$ cat config.mk
export PLATFORM = sky130hd
export DESIGN_NAME = bht_ctrl
export DESIGN_NICKNAME = d
export VERILOG_FILES = /design/src/rtl/bht_pkg.sv /design/src/rtl/bht_sat_next.sv /design/src/rtl/bht_ctrl.sv
export SDC_FILE = /design/constraint.sdc
export NUM_CORES = 1
export LEC_CHECK = 0
export ABC_CLOCK_PERIOD_IN_PS = 5800
export CAP_MARGIN = 20
export CORE_ASPECT_RATIO = 0.75
export CORE_MARGIN = 2
export CORE_UTILIZATION = 56
export DETAILED_ROUTE_END_ITERATION = 7
export GPL_TIMING_DRIVEN = 0
export PLACE_DENSITY = 0.82
export SLEW_MARGIN = 15
export SYNTH_ARGS = -nofsm -noshare
export SYNTH_HDL_FRONTEND = slang
export SYNTH_HIERARCHICAL = 1
export SYNTH_SLANG_ARGS = --single-unit
export TNS_END_PERCENT = 5
$ cat constraint.sdc
create_clock -name clk -period 5.8 [get_ports clk]
set_input_delay 0.87 -clock clk [delete_from_list [all_inputs] [get_ports clk]]
set_output_delay 0.87 -clock clk [all_outputs]
set_load 0.005 [all_outputs]
$ cat src/rtl/bht_pkg.sv
// Shared definitions for the branch history table controller.
//   - default geometry (index width, counter width)
//   - controller state encoding
//   - init value helper: weakly not-taken for an N-bit counter
package bht_pkg;

  localparam int BHT_IDX_W = 32'sd4;
  localparam int BHT_N     = 32'sd2;

  typedef enum logic [0:0] {
    BHT_INIT = 1'b0,
    BHT_RUN  = 1'b1
  } bht_state_e;

  // Largest counter value that still predicts not-taken: 2**(n-1)-1.
  function automatic int bht_init_val(input int n);
    return (32'sd1 << (n - 32'sd1)) - 32'sd1;
  endfunction

endpackage

$ cat src/rtl/bht_sat_next.sv
// Saturating up/down step for one N-bit branch counter.
// Ports:
//   cur   - current counter value
//   taken - resolved outcome (1: count up, 0: count down)
//   nxt   - next counter value, clamped to [0, 2**N-1]
module bht_sat_next #(
  parameter int N = 32'sd2
) (
  input  logic [N-1:0] cur,
  input  logic         taken,
  output logic [N-1:0] nxt
);

  localparam logic [N-1:0] CNT_MAX = {N{1'b1}};
  localparam logic [N-1:0] CNT_MIN = {N{1'b0}};
  localparam logic [N-1:0] CNT_ONE = N'(1'b1);

  // Step towards the outcome, holding at either rail.
  always_comb begin
    nxt = cur;
    if (taken) begin
      if (cur == CNT_MAX) begin
        nxt = cur;
      end else begin
        nxt = cur + CNT_ONE;
      end
    end else begin
      if (cur == CNT_MIN) begin
        nxt = cur;
      end else begin
        nxt = cur - CNT_ONE;
      end
    end
  end

endmodule

$ cat src/rtl/bht_ctrl.sv
// Branch history table controller.
// Owns 2**IDX_W saturating N-bit counters. Walks the table writing INIT_VAL
// after reset and on flush, then serves one lookup and one update per cycle.
// Ports:
//   clk, reset          - rising-edge clock, async active-low reset
//   flush               - restart the init walk
//   lookup_valid/_idx   - prediction request (fetch side)
//   pred_valid/_taken   - registered prediction, one cycle after lookup
//   upd_valid/_idx/_taken - resolved branch training (execute side)
//   upd_ready           - update accepted this cycle (not busy)
//   busy                - init walk in progress
module bht_ctrl
  import bht_pkg::*;
#(
  parameter int IDX_W    = BHT_IDX_W,
  parameter int N        = BHT_N,
  parameter int INIT_VAL = bht_init_val(N)
) (
  input  logic             clk,
  input  logic             reset,
  input  logic             flush,
  input  logic             lookup_valid,
  input  logic [IDX_W-1:0] lookup_idx,
  output logic             pred_valid,
  output logic             pred_taken,
  input  logic             upd_valid,
  input  logic [IDX_W-1:0] upd_idx,
  input  logic             upd_taken,
  output logic             upd_ready,
  output logic             busy
);

  localparam int             DEPTH    = 32'sd1 << IDX_W;
  localparam logic [0:0]     ST_INIT  = BHT_INIT;
  localparam logic [0:0]     ST_RUN   = BHT_RUN;
  localparam logic [N-1:0]   INIT_CNT = N'(INIT_VAL);
  localparam logic [IDX_W:0] PTR_ONE  = (IDX_W + 1)'(1'b1);
  localparam logic [IDX_W:0] PTR_ZERO = {(IDX_W + 1){1'b0}};

  logic [0:0]     state_r;
  logic [0:0]     state_nxt_s;
  logic [IDX_W:0] walk_ptr_r;
  logic [IDX_W:0] walk_ptr_inc_s;
  logic           walk_done_s;
  logic [N-1:0]   table_r [DEPTH];
  logic           upd_en_s;
  logic           lkp_en_s;
  logic           bypass_s;
  logic [N-1:0]   upd_cur_s;
  logic [N-1:0]   upd_nxt_s;
  logic [N-1:0]   lkp_val_s;
  logic           pred_valid_r;
  logic           pred_taken_r;
  logic           busy_r;

  // The extra pointer bit flags that the last entry is being written now.
  assign walk_ptr_inc_s = walk_ptr_r + PTR_ONE;
  assign walk_done_s    = walk_ptr_inc_s[IDX_W];

  // Update/lookup qualification and same-entry bypass of the fresh value.
  always_comb begin
    upd_en_s  = (state_r == ST_RUN) && upd_valid && !flush;
    lkp_en_s  = (state_r == ST_RUN) && lookup_valid && !flush;
    bypass_s  = upd_en_s && lkp_en_s && (upd_idx == lookup_idx);
    upd_cur_s = table_r[upd_idx];
    if (bypass_s) begin
      lkp_val_s = upd_nxt_s;
    end else begin
      lkp_val_s = table_r[lookup_idx];
    end
  end

  bht_sat_next #(
    .N (N)
  ) u_sat_next (
    .cur   (upd_cur_s),
    .taken (upd_taken),
    .nxt   (upd_nxt_s)
  );

  // Next-state: flush always forces a fresh walk.
  always_comb begin
    state_nxt_s = state_r;
    case (state_r)
      ST_INIT: begin
        if (flush) begin
          state_nxt_s = ST_INIT;
        end else if (walk_done_s) begin
          state_nxt_s = ST_RUN;
        end else begin
          state_nxt_s = ST_INIT;
        end
      end
      ST_RUN: begin
        if (flush) begin
          state_nxt_s = ST_INIT;
        end else begin
          state_nxt_s = ST_RUN;
        end
      end
      default: begin
        state_nxt_s = ST_INIT;
      end
    endcase
  end

  // Control registers: state, walk pointer, busy and prediction outputs.
  always_ff @(posedge clk or negedge reset) begin
    if (!reset) begin
      state_r      <= ST_INIT;
      walk_ptr_r   <= PTR_ZERO;
      busy_r       <= 1'b1;
      pred_valid_r <= 1'b0;
      pred_taken_r <= 1'b0;
    end else begin
      state_r <= state_nxt_s;
      busy_r  <= (state_nxt_s == ST_INIT);
      if ((state_r == ST_INIT) && !flush && !walk_done_s) begin
        walk_ptr_r <= walk_ptr_inc_s;
      end else begin
        walk_ptr_r <= PTR_ZERO;
      end
      pred_valid_r <= lkp_en_s;
      pred_taken_r <= lkp_en_s && lkp_val_s[N-1];
    end
  end

  // Counter storage: init walk writes, otherwise training writes.
  always_ff @(posedge clk) begin
    if (state_r == ST_INIT) begin
      table_r[walk_ptr_r[IDX_W-1:0]] <= INIT_CNT;
    end else if (upd_en_s) begin
      table_r[upd_idx] <= upd_nxt_s;
    end
  end

  assign pred_valid = pred_valid_r;
  assign pred_taken = pred_taken_r;
  assign busy       = busy_r;
  assign upd_ready  = !busy_r;

endmodule

**Word level (Yosys, flattened, before mapping)**

Memories as Yosys holds them, arrays and structs flattened.
Index checks and enable logic that the tools add are counted.

- Bits in latches: 0
- Logic and storage cells: 43
- Register bits after elaboration: 9
- Output and inout port bits: 4
- Bits in writable memories: 32
- Memories: 1
- Input bits: 14
- ROM bits: 0

Memory list:

| name | words | bits a word | read ports | clocked after Yosys merged registers in | write ports | line | text |
|---|---|---|---|---|---|---|---|
| table_r | 16 | 2 | 2 | 0 | 1 | bht_ctrl.sv:45 | `logic [N-1:0] table_r [DEPTH];` |

- Add/subtract/negate cells: 3
- Reductions and logical operators: 14
- Shift operators: 0
- Order comparisons: 0
- Divide/modulo/power cells: 0
- Muxes and demuxes: 16
- Bitwise operators: 2
- Multipliers: 0
- Equality and inequality tests: 2

Operators by type and width:

| cell | count |
|---|---|
| $mux 2 | 5 |
| $logic_and 1x1->1 | 9 |
| $mux 1 | 8 |
| $add 5x1->5 const B | 1 |
| $mux 5 | 1 |
| $eq 4x4->1 | 1 |
| $mux 4 | 1 |
| $logic_not 1->1 | 3 |
| $add 2x1->2 const B | 1 |
| $eq 2x2->1 const B | 1 |
| $logic_not 2->1 | 1 |
| $not 1->1 | 2 |
| $pmux 1 s2 | 1 |
| $reduce_or 2->1 | 1 |
| $sub 2x1->2 const B | 1 |

**Depth between registers and ports, before layout**

Gate-level depths: netlist of run 1.

- Depth after elaboration: 7
- Depth in mapped cells: 7
- Mapped depth without buffers: 6

**Hierarchy**

The synthesis of run 1 kept the hierarchy.

By module, submodules not included:

| module | seq. area each (µm²) | area an instance (µm²) | cells each | instances |
|---|---|---|---|---|
| bht_ctrl | 1,187.4 | 1,975.6 | 133 | 1 |
| bht_sat_next | 0.0 | 26.3 | 3 | 1 |

**Worst setup path after synthesis of run 1**

OpenSTA, ideal clock, no wires.

- Path type: input to register
- Start: in upd_idx[0]
- End: mem table_r[0][0] (netlist bit) (data pin)
- Slack: 2.904 ns
- Arrival: 2.573 ns
- Buffers on the path: 1
- Library setup time: 0.323 ns
- Required time: 5.477 ns
- Stages on the path: 5
- Path through: buf_6 mux4_1 mux4_2 maj3_2 nand2b_1

- Longest elaborated chain between the ends: 5
- Elaborated cells between the ends (all ways): 9
- Those cells by class: add/sub (2); eq/ne (1); mux (4); reduce/logical (1); memory (1)

RTL lines:

| what | line | text |
|---|---|---|
| start, declared | bht_ctrl.sv:27 | `input logic [IDX_W-1:0] upd_idx,` |
| $mem_v2 16x2 * | n/a |  |
| named net upd_cur_s[1] | bht_ctrl.sv:49 | `logic [N-1:0] upd_cur_s;` |
| $eq 2x2->1 or $logic_not 2->1 (tied branches) | bht_sat_next.sv:22, bht_sat_next.sv:28 |  |
| $mux 2 (on tied branches) | bht_sat_next.sv:22, bht_sat_next.sv:28 |  |
| $mux 2 * | bht_sat_next.sv:21 | `if (taken) begin` |
| named net upd_nxt_s[0] | bht_ctrl.sv:50 | `logic [N-1:0] upd_nxt_s;` |
| $mux 2 (no line) * | n/a |  |
| end, declared | bht_ctrl.sv:45 |  |

The timed path passes the listed nets; every way through them passes the cells marked *.

**Worst setup path after layout of run 1**

- Start: in upd_idx[1]
- End: mem table_r[15][0] (netlist bit) (data pin)

The elaborated chain is that of the path after synthesis.

==> run metrics, run 1 <==
Yosys reg bits 41; largest area contributor in the netlist edfxtp_1; CTS Buf Count 5; global-route wire length before repair 6340 µm; FF-to-FF path depth 4; post-layout min period 3.58 ns; Slew @ Worst Pin 0.602 ns; type of the worst setup path in2reg; die area 0.00407 mm²; final hold viol count 0; drt drc 0; antenna violation net count after detailed routing 0; Port Buffer Count 14; Final #Nets 172; Min-Delay Startpoint walk_ptr_r[0]; status complete, no violations; asr flop ratio synth 22.0%; Slew Viols, Final 0; Mapped Nets 151; htree depth 2; Hold Crit Class reg2reg; largest net degree at the start of global routing 17; Warnings, synthesis 6; Critical Path AT 3.51 ns; Die Ht 55.8 µm; final cell count without fillers 198; reg2reg end table_r[15][0]; Hold-fix buffers, CTS 0; CTS resizes 0; DIE WIDTH 73.0 µm; ranking of synthesized cells by area edfxtp_1 48%, mux4_1 11%, dfrtp_1 10%, mux4_2 6.7%, nor2_1 4.5%; Post-CTS Setup Inserts 0; Total Wirelength 3850 µm; CTS tree yes; Min-Delay Endpoint walk_ptr_r[0]; WP data required 5.72 ns; vias per cell 6.09; Peak VDD IR 0.000178 V; Fillers 231; Tcrit/Tclk final 61.8%; Site Rows 18; DRT Pass-1 Iters 4; total grt overflow 0; layout cell share with drive strength beyond 1 14.6%; average wire per standard cell 19.4 µm; post-synth cell types 34; Layout Skew 0.00376 ns; number of synthesized flops with an enable pin 32; RD Place Congestion 0.896; register area share after synthesis 59.3%; fmax 279 MHz; Worst setup SP type input pin; # IOs 18; antenna fix cells 0; clock latency at the later pin of the worst-skew pair 0.29 ns; leak pwr 0.802 nW; Crit. Startpoint upd_idx[1]; Mapped Area 0.00200 mm²; dpl cells 190; core box area 0.00336 mm²; flop2flop setup slack 3.32 ns; Worst-path clk slew 0.07 ns; Clock Tree Root clkbuf_8; clk buf depth 2; Max-slew headroom 59.9%; Hold Worst Slack 0.523 ns; Clock Sinks 41; share of the synthesized area in the top cell type 48.0%; Initial Utilization 59.7%; worst flop-to-flop path startpoint table_r[13][1]; initial antenna violation count 0; max-cap violation count 0; setup TNS 0 ns; endpoints failing setup 0; number of DRC markers in iteration 0 165; Syn Inst Count 136; hpwl dp 2850 µm; PwrDens 245 mW/mm²; Primary FF master, synth edfxtp_1; vias in the first global route 1,252; setup repair after global routing missed its margin no; Hold Path Depth 1; area added between synthesis and finish 13.8%; GRT Total Usage 21.5%; Crit Path Max Fanout 16; Synth Area per Inst 14.7 µm²; vias 1,205; Crit. End Element register
## report_power, final
part | internal, mW | switching (mW)
Combinational | 0.0291 | 0.0276
Clock | 0.0829 | 0.0961
Sequential | 0.320 | 0.00290
Total | 0.432 | 0.127
## synthesized netlist by cell type (all sizes together), types with 2 or more instances
cell type  count
buf            4
mux4          14
nor3           5
a31oi          5
and3b          3
a21oi          2
dfrtp          8
maj3           2
edfxtp        32
clkbuf         3
nand4          2
xnor2          5
inv            6
nand2b         2
mux2i          2
nor2          24
nor3b          3
## kinds of logic (layout without fill, tap and decap cells)
kind of cell	count (synthesis)	in the layout	share of synthesized area, %
other	1	1	0.187
AOI/OAI and AO/OA	11	11	3.50
and+or+nand+nor	44	44	10.9
muxes	17	17	18.8
DFF	41	41	59.3
xor gates and xnor gates	6	6	2.62
adders and majority gates	3	3	1.75
buffers and inverters	13	35	2.94
## state kept, by name, summed over array words and instances (netlist names)
signal and flops:
busy 1, pred_taken 1, pred_valid 1, state_r 1, table_r 32, walk_ptr_r 5
## metrics by stage
step                      setup slack, ns  utilization (%)  power (mW)  cell area, µm²
final                                2.22             67.9       0.559            2280
after CTS                            2.20             67.9       0.564            2280
after floorplan                      2.90                -       0.363            2000
after detailed placement             1.87             65.3       0.386            2190
after global routing                 2.07             67.9       0.580            2280
after global placement               1.97             65.3       0.384            2190
## routing by layer
layer / track usage [%] / routed length [µm]
met3: 4.89 / 253
met1: 31.0 / 1700
met4: 7.14 / 36
met5: 0 / 0
met2: 32.6 / 1860
## layout make-up
type	count	area, µm²	area share, %
Clock buffer	5	68.8	3.02
Multi-Input combinational cell	82	756	33.2
Buffer	7	36.3	1.59
Clock inverter	3	17.5	0.769
Tap cell	40	50.0	2.20
Timing Repair Buffer	14	140	6.15
Inverter	6	22.5	0.988
Sequential cell	41	1190	52.1
## cells in the final DEF (no fill, tap or decap), drive strengths merged, types with 2 or more instances in the layout
| cell | synthesis | routed |
|---|---|---|
| nand4 | 2 | 2 |
| clkdlybuf4s50 | 0 | 14 |
| xnor2 | 5 | 5 |
| and3b | 3 | 3 |
| clkinv | 0 | 2 |
| a31oi | 5 | 5 |
| nor3 | 5 | 5 |
| nand2b | 2 | 2 |
| mux4 | 14 | 14 |
| nor2 | 24 | 24 |
| clkbuf | 3 | 8 |
| mux2i | 2 | 2 |
| a21oi | 2 | 2 |
| inv | 6 | 6 |
| dfrtp | 8 | 8 |
| nor3b | 3 | 3 |
| maj3 | 2 | 2 |
| edfxtp | 32 | 32 |
| buf | 4 | 4 |
## critical path, cell delays in order
cell	delay (ns)
clkdlybuf4s50_1	0.53
buf_1	0.49
mux4_1	0.40
mux4_2	0.50
maj3_2	0.31
nand2b_1	0.38
## worst max-delay path by stage
stage	slack [ns]	endpoint	cells after the start
after floorplan	2.90	table_r[0][0]	5
after global placement	1.97	table_r[8][0]	6
after detailed placement	1.87	table_r[8][0]	6
after CTS	2.20	table_r[6][0]	6
after global routing	2.07	table_r[6][0]	6
final	2.22	table_r[15][0]	6
(Power assumes the default switching activity.)
==> run 2: changes to the inputs <==
- ABC_CLOCK_PERIOD_IN_PS: 5800 -> 3700
- clock period: 5.8 -> 3.7 ns (I/O delays scaled with it)
==> results of run 2 <==
The final DEF is identical to that of run 1. Status: complete, no violations.
Main changes from that run: setup slack after placement 1.87 ns -> 0.0831 ns; setup slack after layout 2.22 ns -> 0.433 ns; register-to-register setup slack 3.32 ns -> 1.22 ns; total power 0.559 mW -> 0.876 mW; worst IR drop on VDD 0.000178 V -> 0.000278 V
